### src/rtl/duart_host.sv
// Host-side sequencer for one DUART channel: polls status, moves RX/TX bytes
// through one-entry holding registers and runs the counter/timer load/start/stop sequence.
module duart_host #(
  parameter logic [3:0] STATUS_ADDR = 4'h1,
  parameter logic [3:0] DATA_ADDR   = 4'h3,
  parameter logic [7:0] IMR_INIT    = 8'h08
) (
  input  logic        clk,
  input  logic        reset,
  input  logic        clken,
  output logic        enable,
  output logic        we,
  output logic [3:0]  addr,
  output logic [7:0]  dout,
  input  logic [7:0]  din,
  input  logic        intr_n,
  input  logic [7:0]  tx_data,
  input  logic        tx_valid,
  output logic        tx_ready,
  output logic [7:0]  rx_data,
  output logic        rx_valid,
  input  logic        rx_ready,
  input  logic [15:0] timer_preset,
  input  logic        timer_start,
  output logic        timer_busy,
  output logic        timer_expired
);

  localparam logic [3:0] IMR_ADDR      = 4'h5;
  localparam logic [3:0] CTU_ADDR      = 4'h6;
  localparam logic [3:0] CTL_ADDR      = 4'h7;
  localparam logic [3:0] CT_START_ADDR = 4'hE;
  localparam logic [3:0] CT_STOP_ADDR  = 4'hF;

  typedef enum logic [3:0] {
    INIT     = 4'd0,
    IDLE     = 4'd1,
    POLL     = 4'd2,
    RD_DATA  = 4'd3,
    WR_DATA  = 4'd4,
    WR_CTU   = 4'd5,
    WR_CTL   = 4'd6,
    CT_START = 4'd7,
    CT_STOP  = 4'd8
  } state_e;

  state_e      state_q, state_d;
  logic        enable_q, enable_d;
  logic        we_q, we_d;
  logic [3:0]  addr_q, addr_d;
  logic [7:0]  dout_q, dout_d;
  logic [7:0]  tx_hold_q, tx_hold_d;
  logic        tx_full_q, tx_full_d;
  logic        tx_ready_q, tx_ready_d;
  logic [7:0]  rx_data_q, rx_data_d;
  logic        rx_valid_q, rx_valid_d;
  logic [15:0] preset_q, preset_d;
  logic        timer_busy_q, timer_busy_d;
  logic        ct_started_q, ct_started_d;
  logic        timer_expired_q, timer_expired_d;
  logic        done_s;

  // An access completes only once it is actually presented on the bus (enable_q),
  // so the first edge after reset just launches the INIT write.
  assign done_s = clken & enable_q;

  // Next-state logic
  always_comb begin
    state_d = state_q;
    case (state_q)
      INIT: begin
        if (done_s) state_d = IDLE;
        else        state_d = state_q;
      end
      IDLE: begin
        if (ct_started_q && !intr_n)            state_d = CT_STOP;
        else if (timer_busy_q && !ct_started_q) state_d = WR_CTU;
        else                                    state_d = POLL;
      end
      POLL: begin
        if (!done_s)                      state_d = state_q;
        else if (din[1] && !rx_valid_q)   state_d = RD_DATA;
        else if (din[2] && tx_full_q)     state_d = WR_DATA;
        else                              state_d = IDLE;
      end
      WR_CTU: begin
        if (done_s) state_d = WR_CTL;
        else        state_d = state_q;
      end
      WR_CTL: begin
        if (done_s) state_d = CT_START;
        else        state_d = state_q;
      end
      RD_DATA, WR_DATA, CT_START, CT_STOP: begin
        if (done_s) state_d = IDLE;
        else        state_d = state_q;
      end
      default: state_d = INIT;
    endcase
  end

  // Bus drive for the state being entered; registered so reset forces the bus quiet
  always_comb begin
    enable_d = 1'b1;
    we_d     = 1'b0;
    addr_d   = 4'h0;
    dout_d   = 8'h00;
    case (state_d)
      INIT:     begin we_d = 1'b1; addr_d = IMR_ADDR;  dout_d = IMR_INIT;       end
      IDLE:     enable_d = 1'b0;
      POLL:     addr_d = STATUS_ADDR;
      RD_DATA:  addr_d = DATA_ADDR;
      WR_DATA:  begin we_d = 1'b1; addr_d = DATA_ADDR; dout_d = tx_hold_q;      end
      WR_CTU:   begin we_d = 1'b1; addr_d = CTU_ADDR;  dout_d = preset_q[15:8]; end
      WR_CTL:   begin we_d = 1'b1; addr_d = CTL_ADDR;  dout_d = preset_q[7:0];  end
      CT_START: addr_d = CT_START_ADDR;
      CT_STOP:  addr_d = CT_STOP_ADDR;
      default:  enable_d = 1'b0;
    endcase
  end

  // TX and RX holding registers
  always_comb begin
    tx_hold_d  = tx_hold_q;
    tx_full_d  = tx_full_q;
    rx_data_d  = rx_data_q;
    rx_valid_d = rx_valid_q;
    if (state_q == WR_DATA && done_s) begin
      tx_full_d = 1'b0;
    end else if (tx_valid && tx_ready_q) begin
      tx_full_d = 1'b1;
      tx_hold_d = tx_data;
    end else begin
      tx_full_d = tx_full_q;
    end
    if (state_q == RD_DATA && done_s) begin
      rx_data_d  = din;
      rx_valid_d = 1'b1;
    end else if (rx_valid_q && rx_ready) begin
      rx_valid_d = 1'b0;
    end else begin
      rx_valid_d = rx_valid_q;
    end
    tx_ready_d = ~tx_full_d;
  end

  // Counter/timer request latch and run tracking
  always_comb begin
    preset_d        = preset_q;
    timer_busy_d    = timer_busy_q;
    ct_started_d    = ct_started_q;
    timer_expired_d = 1'b0;
    if (state_q == CT_STOP && done_s) begin
      timer_busy_d    = 1'b0;
      ct_started_d    = 1'b0;
      timer_expired_d = 1'b1;
    end else if (state_q == CT_START && done_s) begin
      ct_started_d = 1'b1;
    end else if (timer_start && !timer_busy_q) begin
      timer_busy_d = 1'b1;
      preset_d     = timer_preset;
    end else begin
      timer_busy_d = timer_busy_q;
    end
  end

  // State and output registers
  always_ff @(posedge clk or negedge reset) begin
    if (!reset) begin
      state_q         <= INIT;
      enable_q        <= 1'b0;
      we_q            <= 1'b0;
      addr_q          <= 4'h0;
      dout_q          <= 8'h00;
      tx_hold_q       <= 8'h00;
      tx_full_q       <= 1'b0;
      tx_ready_q      <= 1'b0;
      rx_data_q       <= 8'h00;
      rx_valid_q      <= 1'b0;
      preset_q        <= 16'h0000;
      timer_busy_q    <= 1'b0;
      ct_started_q    <= 1'b0;
      timer_expired_q <= 1'b0;
    end else begin
      state_q         <= state_d;
      enable_q        <= enable_d;
      we_q            <= we_d;
      addr_q          <= addr_d;
      dout_q          <= dout_d;
      tx_hold_q       <= tx_hold_d;
      tx_full_q       <= tx_full_d;
      tx_ready_q      <= tx_ready_d;
      rx_data_q       <= rx_data_d;
      rx_valid_q      <= rx_valid_d;
      preset_q        <= preset_d;
      timer_busy_q    <= timer_busy_d;
      ct_started_q    <= ct_started_d;
      timer_expired_q <= timer_expired_d;
    end
  end

  assign enable        = enable_q;
  assign we            = we_q;
  assign addr          = addr_q;
  assign dout          = dout_q;
  assign tx_ready      = tx_ready_q;
  assign rx_data       = rx_data_q;
  assign rx_valid      = rx_valid_q;
  assign timer_busy    = timer_busy_q;
  assign timer_expired = timer_expired_q;

endmodule

### config.mk
export PLATFORM = sky130hd
export DESIGN_NAME = duart_host
export DESIGN_NICKNAME = d
export VERILOG_FILES = /design/src/rtl/duart_host.sv
export SDC_FILE = /design/constraint.sdc
export NUM_CORES = 1
export LEC_CHECK = 0
export ABC_CLOCK_PERIOD_IN_PS = 5000
export BUFFER_PORTS_ARGS = -buffer_cell sky130_fd_sc_hd__buf_2
export CORE_MARGIN = 2
export CORE_UTILIZATION = 56
export CTS_CLUSTER_DIAMETER = 120
export DETAILED_ROUTE_END_ITERATION = 8
export GPL_ROUTABILITY_DRIVEN = 1
export GPL_TIMING_DRIVEN = 1
export PLACE_DENSITY = 0.83
export SYNTH_ARGS = -nofsm -noshare
export SYNTH_HDL_FRONTEND = slang
export SYNTH_SLANG_ARGS = --single-unit
### constraint.sdc
create_clock -name clk -period 5 [get_ports clk]
set_clock_uncertainty 0.15 [all_clocks]
set_input_delay 0.5 -clock clk [delete_from_list [all_inputs] [get_ports clk]]
set_output_delay 0.5 -clock clk [all_outputs]
set_load 0.01 [all_outputs]
Word level (Yosys, flattened, before mapping)
Index checks and enable logic that the tools add are counted.
Storage, ports and cells
  output and inout port bits: 26
  register bits: 56
Operators by class
  reduce and logical (&&, ||, !) cells: 27
  multiplexer cells: 23
  bitwise gates (word level): 5
  eq/ne operators: 16
Operator list (count)
  4-bit by 3-bit equality test with 1-bit output (second input constant): 8
  8-bit case mux with 4 select lines: 1
  4-bit case mux with 7 select lines: 1
  4-bit 2-to-1 mux: 5
  4-bit case mux with 5 select lines: 1
  4-bit by 2-bit equality test with 1-bit output (second input constant): 4
  1-bit 2-to-1 mux: 12
  1-bit logical AND: 11
  3-bit 2-to-1 mux: 3
  4-bit equality test (second input constant): 2
  4-bit zero test: 2
  8-bit OR reduction: 1
  2-bit nonzero test: 3
  5-bit OR reduction: 1
  4-bit by 1-bit equality test with 1-bit output (second input constant): 1
  1-bit zero test: 4
  1-bit inverter: 4
  2-bit AND reduction: 2
  4-bit OR reduction: 1
  3-bit AND reduction: 1
  2-bit != test (second input constant): 1
  2-bit OR reduction: 1
  1-bit AND: 1

Logic depth before layout (Yosys ltp)
Gate-level depths: netlist of run 1.
  word-level depth: 8
  mapped depth: 8
  depth with buffers taken out: 6

Worst setup path before layout of run 1
OpenSTA, ideal clock, no wires.
  kind: input port to flip-flop
  start point: input port clken
  end point: register preset_q[10]
  required time: 4.725 ns
  slack: 2.794 ns
  buffers on the path: 2
  cell stages on the path: 7
  arrival time: 1.931 ns
  cells stage by stage: nand3_1 -> or3b_1 -> o21ai_0 -> or3_1 -> buf_2 -> buf_4 -> mux2_2
On the way
  cells in the longest elaborated chain, start to end: 4
  elaborated cells between the ends (all ways): 6
  classes of those cells: 3 x bitwise; 3 x reduce/logical
RTL lines
  from (decl): RTL line 10  | input logic clken,
  1-bit AND (*): RTL line 65  | assign done_s = clken & enable_q;
  1-bit logical AND, on equally long branches: RTL line 157, 153
  1-bit inverter (no line)
  3-bit AND reduction (no line) (*)
  to (signal assigned): RTL line 195  | preset_q <= preset_d;
  to (decl): RTL line 57  | logic [15:0] preset_q, preset_d;
Mark *: on every way between the ends. The rest lies on a longest branch, timed or not.
A chain may end at the register's enable or synchronous reset.

Final worst setup path of run 1
  start point: register state_q[1]
  end point: register dout_q[7], in the netlist dout[7]
On the way
  cells in the longest elaborated chain, start to end: 5
  elaborated cells between the ends (all ways): 20
  classes of those cells: 11 x eq/ne; 6 x mux; 3 x reduce/logical
RTL lines
  from (decl): RTL line 47  | state_e state_q, state_d;
  from (signal assigned): RTL line 185  | state_q <= state_d;
  4-bit by 3-bit equality test with 1-bit output, or another cell as far along: RTL line 70  | case (state_q)
  5-bit OR reduction (no line)
  4-bit case mux with 5 select lines (*): RTL line 70
  4-bit by 3-bit equality test with 1-bit output / 4-bit zero test (equally long branches): RTL line 108  | case (state_d)
  8-bit case mux with 4 select lines (*): RTL line 108
  via dout_d[7]: RTL line 51  | logic [7:0] dout_q, dout_d;
  to (signal assigned): RTL line 189  | dout_q <= dout_d;
  to (decl): RTL line 51
The timed path passes the listed nets; every way through them passes the cells marked *.

==> reports/results.ini, run 1 <==
[setup_path]
required_ns = 5.10
start_kind = flip-flop
rr_startpoint = state_q[1]
crit_path_max_fanout = 15
worstSetupEndpointType = flip-flop
rr_worst_depth = 6
arrival_ns = 2.77
crit_type = reg2reg
r2r_end = dout[7]
reg2reg_setup_slack_ns = 2.33

[synthesis]
ys.flop_type = dfrtp_1
synth_edf_count = 0
ys_ff_latch = 56
avgSynthCellArea_um2 = 13.0
netlist_area_um2 = 2490
synth_cell_type_count = 44
ys_seq_area_share_pct = 56.3
async_flop_share_pct = 100
netlist_instances = 191
synth.net_count = 230
ys_warn_count = 0

[power]
total_power_mw = 1.63
leakage_nw = 1.46
power_density_nw_per_um2 = 555
peakVddDrop_mv = 0.244

[sta]
clock.fmax_mhz = 375
rsz0062_at_grt = false
maxSlewViolCount = 0
hold_viol = 0
slew_headroom_pct = 50.8
finalCritPeriodShare_pct = 53.3
period_needed_ns = 2.67
setup_viol = 0
tns_ns = 0
tightest_slew_ns = 0.735
whs_ns = 0.158

[floorplanning]
dieWidth_um = 70.7
ios = 65
initial_utilization_pct = 57.6
dieHeight_um = 70.7
rows = 24
dieArea_um2 = 5000
core-area_um2 = 4320

[clock_tree]
cts_tree = built
cts_max_level = 2
clkTransAtPathRegs_ns = 0.10
numCtsBuffers = 5
clkSinkCount = 56
clk_latency_ns = 0.31
cts-resized-gates = 0
root_buffer = clkbuf_8
hold_buffers = 0
cts.path.max_buffers = 2
cts_setup_buffers = 0

[grt]
grt_usage_pct = 19.5
grt_first_pass_wirelength_mm = 7.59
grt-ovfl-total = 0
grt_antenna_before_repair = 0
grt_pass1_vias = 1674
grt_max_degree = 57

[routing]
via_count = 1704
wl_per_cell_um = 15.0
vias_per_cell = 5.50
remaining_drc_errors = 0
ant_nets = 0
wl_mm = 4.64
drtIter0Drc = 84
dr.pass1.iters = 4

[final_layout]
drive_above_1_share_pct = 46.9
syn2layout_area_growth_pct = 18.2
fin_util_pct = 68.1
fillers = 340
n_antenna_cell = 0
final_nets = 296
postLayoutCellArea_um2 = 2940

[placed_design]
hpwlAfterDp_mm = 3.30
dpl-instance-area_um2 = 2830
io_buffers = 64
gp_congestion = 0.791

[outcome]
status = finished, final reports clean

[run]
max-cap-violations = 0

[min_path]
min_path_type = in2async

## worst max path at each step
stage	from	to	slack, ns	depth (start not counted)
after CTS	state_q[0]	preset_q[13]	2.33	5
final	state_q[1]	dout[7]	2.33	6
after global routing	state_q[1]	dout[5]	2.11	6
after global placement	clken	preset_q[10]	2.41	6
after detailed placement	state_q[0]	preset_q[13]	2.36	5
after floorplan	clken	preset_q[10]	2.79	7
## synthesized netlist by cell type (2+ instances only)
master,count,share of area [%]
nor2b_1,5,1.3
and2b_1,7,2.1
nand3_1,4,0.80
o211ai_1,2,0.60
inv_1,8,1.2
nand2b_1,2,0.50
nor3_1,2,0.40
a211oi_2,2,1.0
o31ai_1,2,0.60
o21ai_0,5,1.0
nor2_1,9,1.4
nand2_1,9,1.4
or3_1,2,0.50
buf_4,2,0.60
mux2_2,33,15
a21oi_1,6,1.2
a221o_1,7,2.8
dfrtp_1,56,56
nor4bb_1,2,0.80
buf_6,2,0.90
## cell families after synthesis
family | after synthesis | share of synthesized area (%)
flops | 56 | 56.3
buf+inv | 14 | 3.22
xor+xnor | 1 | 0.352
simple gates | 55 | 14.5
mux | 34 | 15.3
compound gates | 31 | 10.4
## power by group
group	switching, mW	leakage [nW]	internal [mW]
Sequential	0.114	0.692	0.643
Combinational	0.292	0.712	0.296
Clock	0.141	0.0541	0.148
Total	0.547	1.46	1.09
## worst max-delay path: stages, from the launching register on
cell     delay [ns]
dfrtp_1        0.61
nor2_1         0.18
a32oi_2        0.46
nor3b_2        0.42
nand3_2        0.18
nor3_4         0.39
a221o_1        0.23
## metrics by stage
step | setup WS [ns] | instances
2_1_floorplan | 2.79 | 191
3_3_place_gp | 2.41 | 302
3_5_place_dp | 2.36 | 302
4_1_cts | 2.33 | 310
5_1_grt | 2.11 | 310
6_report | 2.33 | 310
## registers in the layout, summed over array words and instances, names as in the netlist, 4 cells and up
register   flops
rx_data        8
state_q        4
addr           4
tx_hold_q      8
preset_q      16
dout           8
## area by class of cell
cell class,instances,area (um^2),share of cell area [%]
Inverter,8,30.0,1.02
Clock buffer,5,68.8,2.34
Multi-Input combinational cell,121,1010,34.3
Timing Repair Buffer,65,328,11.1
Sequential cell,56,1400,47.6
Tap cell,52,65.1,2.21
Clock inverter,3,42.5,1.44
## placed cells by master, fill, tap and decap left out, types with 2 or more instances in the layout
cell      instances
a211oi_2          2
a21oi_1           6
a221o_1           7
and2b_1           7
buf_2            64
clkbuf_8          5
dfrtp_1          56
inv_1             8
mux2_2           33
nand2_1           9
nand2b_1          2
nand3_1           4
nor2_1            9
nor2b_1           5
nor3_1            2
nor4bb_1          2
o211ai_1          2
o21ai_0           5
o31ai_1           2
or3_1             2
## routing by layer
layer	wire length [um]	GRT usage, %
met1	2010	24.2
met2	2290	33.0
met3	276	5.70
met4	65	6.29
met5	0	0
Power figures use the tool's default switching activity.
==> run 2, diff against run 1 <==
ABC_CLOCK_PERIOD_IN_PS = 2300   (was 5000)
CORE_UTILIZATION = 47   (was 56)
PLACE_DENSITY = 0.74   (was 0.83)
clock period = 2.3 ns   (was 5 ns; I/O delays follow)
==> run 2 against run 1 <==
  * Cell area up 13%
  * Sequential share of layout area decreased by 5.6 points
  * Critical path depth unchanged
  * Register-to-register slack got worse by 2.3 ns
  * Critical path type unchanged
  * Critical endpoint is now dout[1]
  * Largest cell class unchanged
  * Largest power group unchanged
  * Highest routed layer unchanged
==> reports/results.ini, run 2 (synthesized netlist as in run 1, its figures left out) <==
[outcome]
status = finished, final reports clean

[floorplanning]
dieHeight_um = 76.8
initial_utilization_pct = 48.8
core-area_um2 = 5110
dieWidth_um = 76.8
ios = 65
dieArea_um2 = 5900
rows = 26

[sta]
hold_viol = 0
clock.fmax_mhz = 449
period_needed_ns = 2.23
tns_ns = 0
rsz0062_at_grt = true
finalCritPeriodShare_pct = 96.9
setup_viol = 0
tightest_slew_ns = 0.688
setup_ws_ns = 0.0715
maxSlewViolCount = 0
slew_headroom_pct = 54.1

[setup_path]
start_kind = flip-flop
crit_chain = or4b_4 > nand4b_4 > o211ai_2 > nand3_2 > nor3_4 > a221o_1
crit_path_max_fanout = 9
required_ns = 2.40
worstSetupEndpointType = flip-flop
max_stage_delay_ns = 0.53
crit_type = reg2reg
reg2reg_setup_slack_ns = 0.07
arrival_ns = 2.33
cpMaxStageDelayCell = or4b_4

[routing]
vias_per_cell = 5.03
wl_per_cell_um = 14.1
drtIter0Drc = 61
via_count = 1846
remaining_drc_errors = 0
wl_mm = 5.18
dr.pass1.iters = 4
ant_nets = 0

[power]
peakVddDrop_mv = 0.576
leakage_nw = 1.63
power_density_nw_per_um2 = 1090

[final_layout]
final_nets = 335
largest_reg_flops = 16
syn2layout_area_growth_pct = 34.1
top_register = preset_q
final_cell_mix = 64 x buf_2, 54 x dfrtp_1, 33 x mux2_2
drive_above_1_share_pct = 46.1
final_common_cell = buf_2
n_antenna_cell = 0
postLayoutCellArea_um2 = 3340

[clock_tree]
numCtsBuffers = 5
root_buffer = clkbuf_8
cts_tree = built
clk_latency_ns = 0.31
cts_max_level = 2
clkTransAtPathRegs_ns = 0.09
clkSinkCount = 56
cts.path.max_buffers = 2

[grt]
grt_usage_pct = 18.0
grt_first_pass_wirelength_mm = 8.40
use_met2_pct = 29.2
grt_antenna_before_repair = 0
grt_max_degree = 57
grt-ovfl-total = 0
grtUsageMet3_pct = 4.82
met1_usage_pct = 23.8
grt_pass1_vias = 1793
grt_busiest_layer = met2

[placed_design]
hpwlAfterDp_mm = 3.59
place_ws_ns = 0.0457
dpl-instance-area_um2 = 2950
io_buffers = 64
gp_congestion = 0.823

[min_path]
min_path_type = in2reg

[run]
max-cap-violations = 0

## run 2: timing repair
item,in CTS,in global routing
hold endpoints to repair,79,3
setup buffers,0,1
hold buffers,24,3
resized for setup,0,6
setup endpoints to repair,0,27
## run 2: per-layer routing
metal / part of all wire (%) / vias to the layer above
met4: 1.6 / 0
met5: 0 / -
met3: 4.7 / 8
met2: 48 / 46
met1: 46 / 901
li1: - / 891
## run 2: where the power goes
part,internal [mW],switching (mW)
Clock,0.213,0.309
Sequential,1.40,0.218
Combinational,0.781,0.715
## run 2: critical path, delay by kind of cell (launching register included)
kind	cells	cell delay, ns
AO/OA/AOI/OAI	2	0.35
AND/OR/NAND/NOR	4	1.20
flip-flops	1	0.47
## run 2: through the flow
| stage | total power, mW | util (%) | hold slack [ns] | std cells |
|---|---|---|---|---|
| floorplan | 2.56 | - | -0.216 | 191 |
| global placement | 3.02 | 57.8 | 0.254 | 331 |
| detailed placement | 3.05 | 57.8 | 0.257 | 331 |
| CTS | 3.62 | 64.2 | 0.0000801 | 363 |
| global route | 3.89 | 65.4 | 0.000187 | 367 |
| finish | 3.64 | 65.4 | 0.00279 | 367 |
## run 2: worst paths after layout
check                                 start      endpoint  cells after the start
min                        timer_preset[12]  preset_q[12]                      2
max reg2reg                      state_q[0]       dout[1]                      6
min reg2reg                      rx_data[7]    rx_data[7]                      1
max in group asynchronous             reset    state_q[1]                      3
min in group asynchronous             reset  ct_started_q                      3
max                              state_q[0]       dout[1]                      6
## run 2: cell type report
cell class              count  area, um^2
fillers                   402        1770
flip-flops and latches     56        1400
multi-input cells         121        1030
repair buffers            104         701
well taps                  70        87.6
clock buffers               5        68.8
inverters                   8        30.0
clock inverters             3        18.8
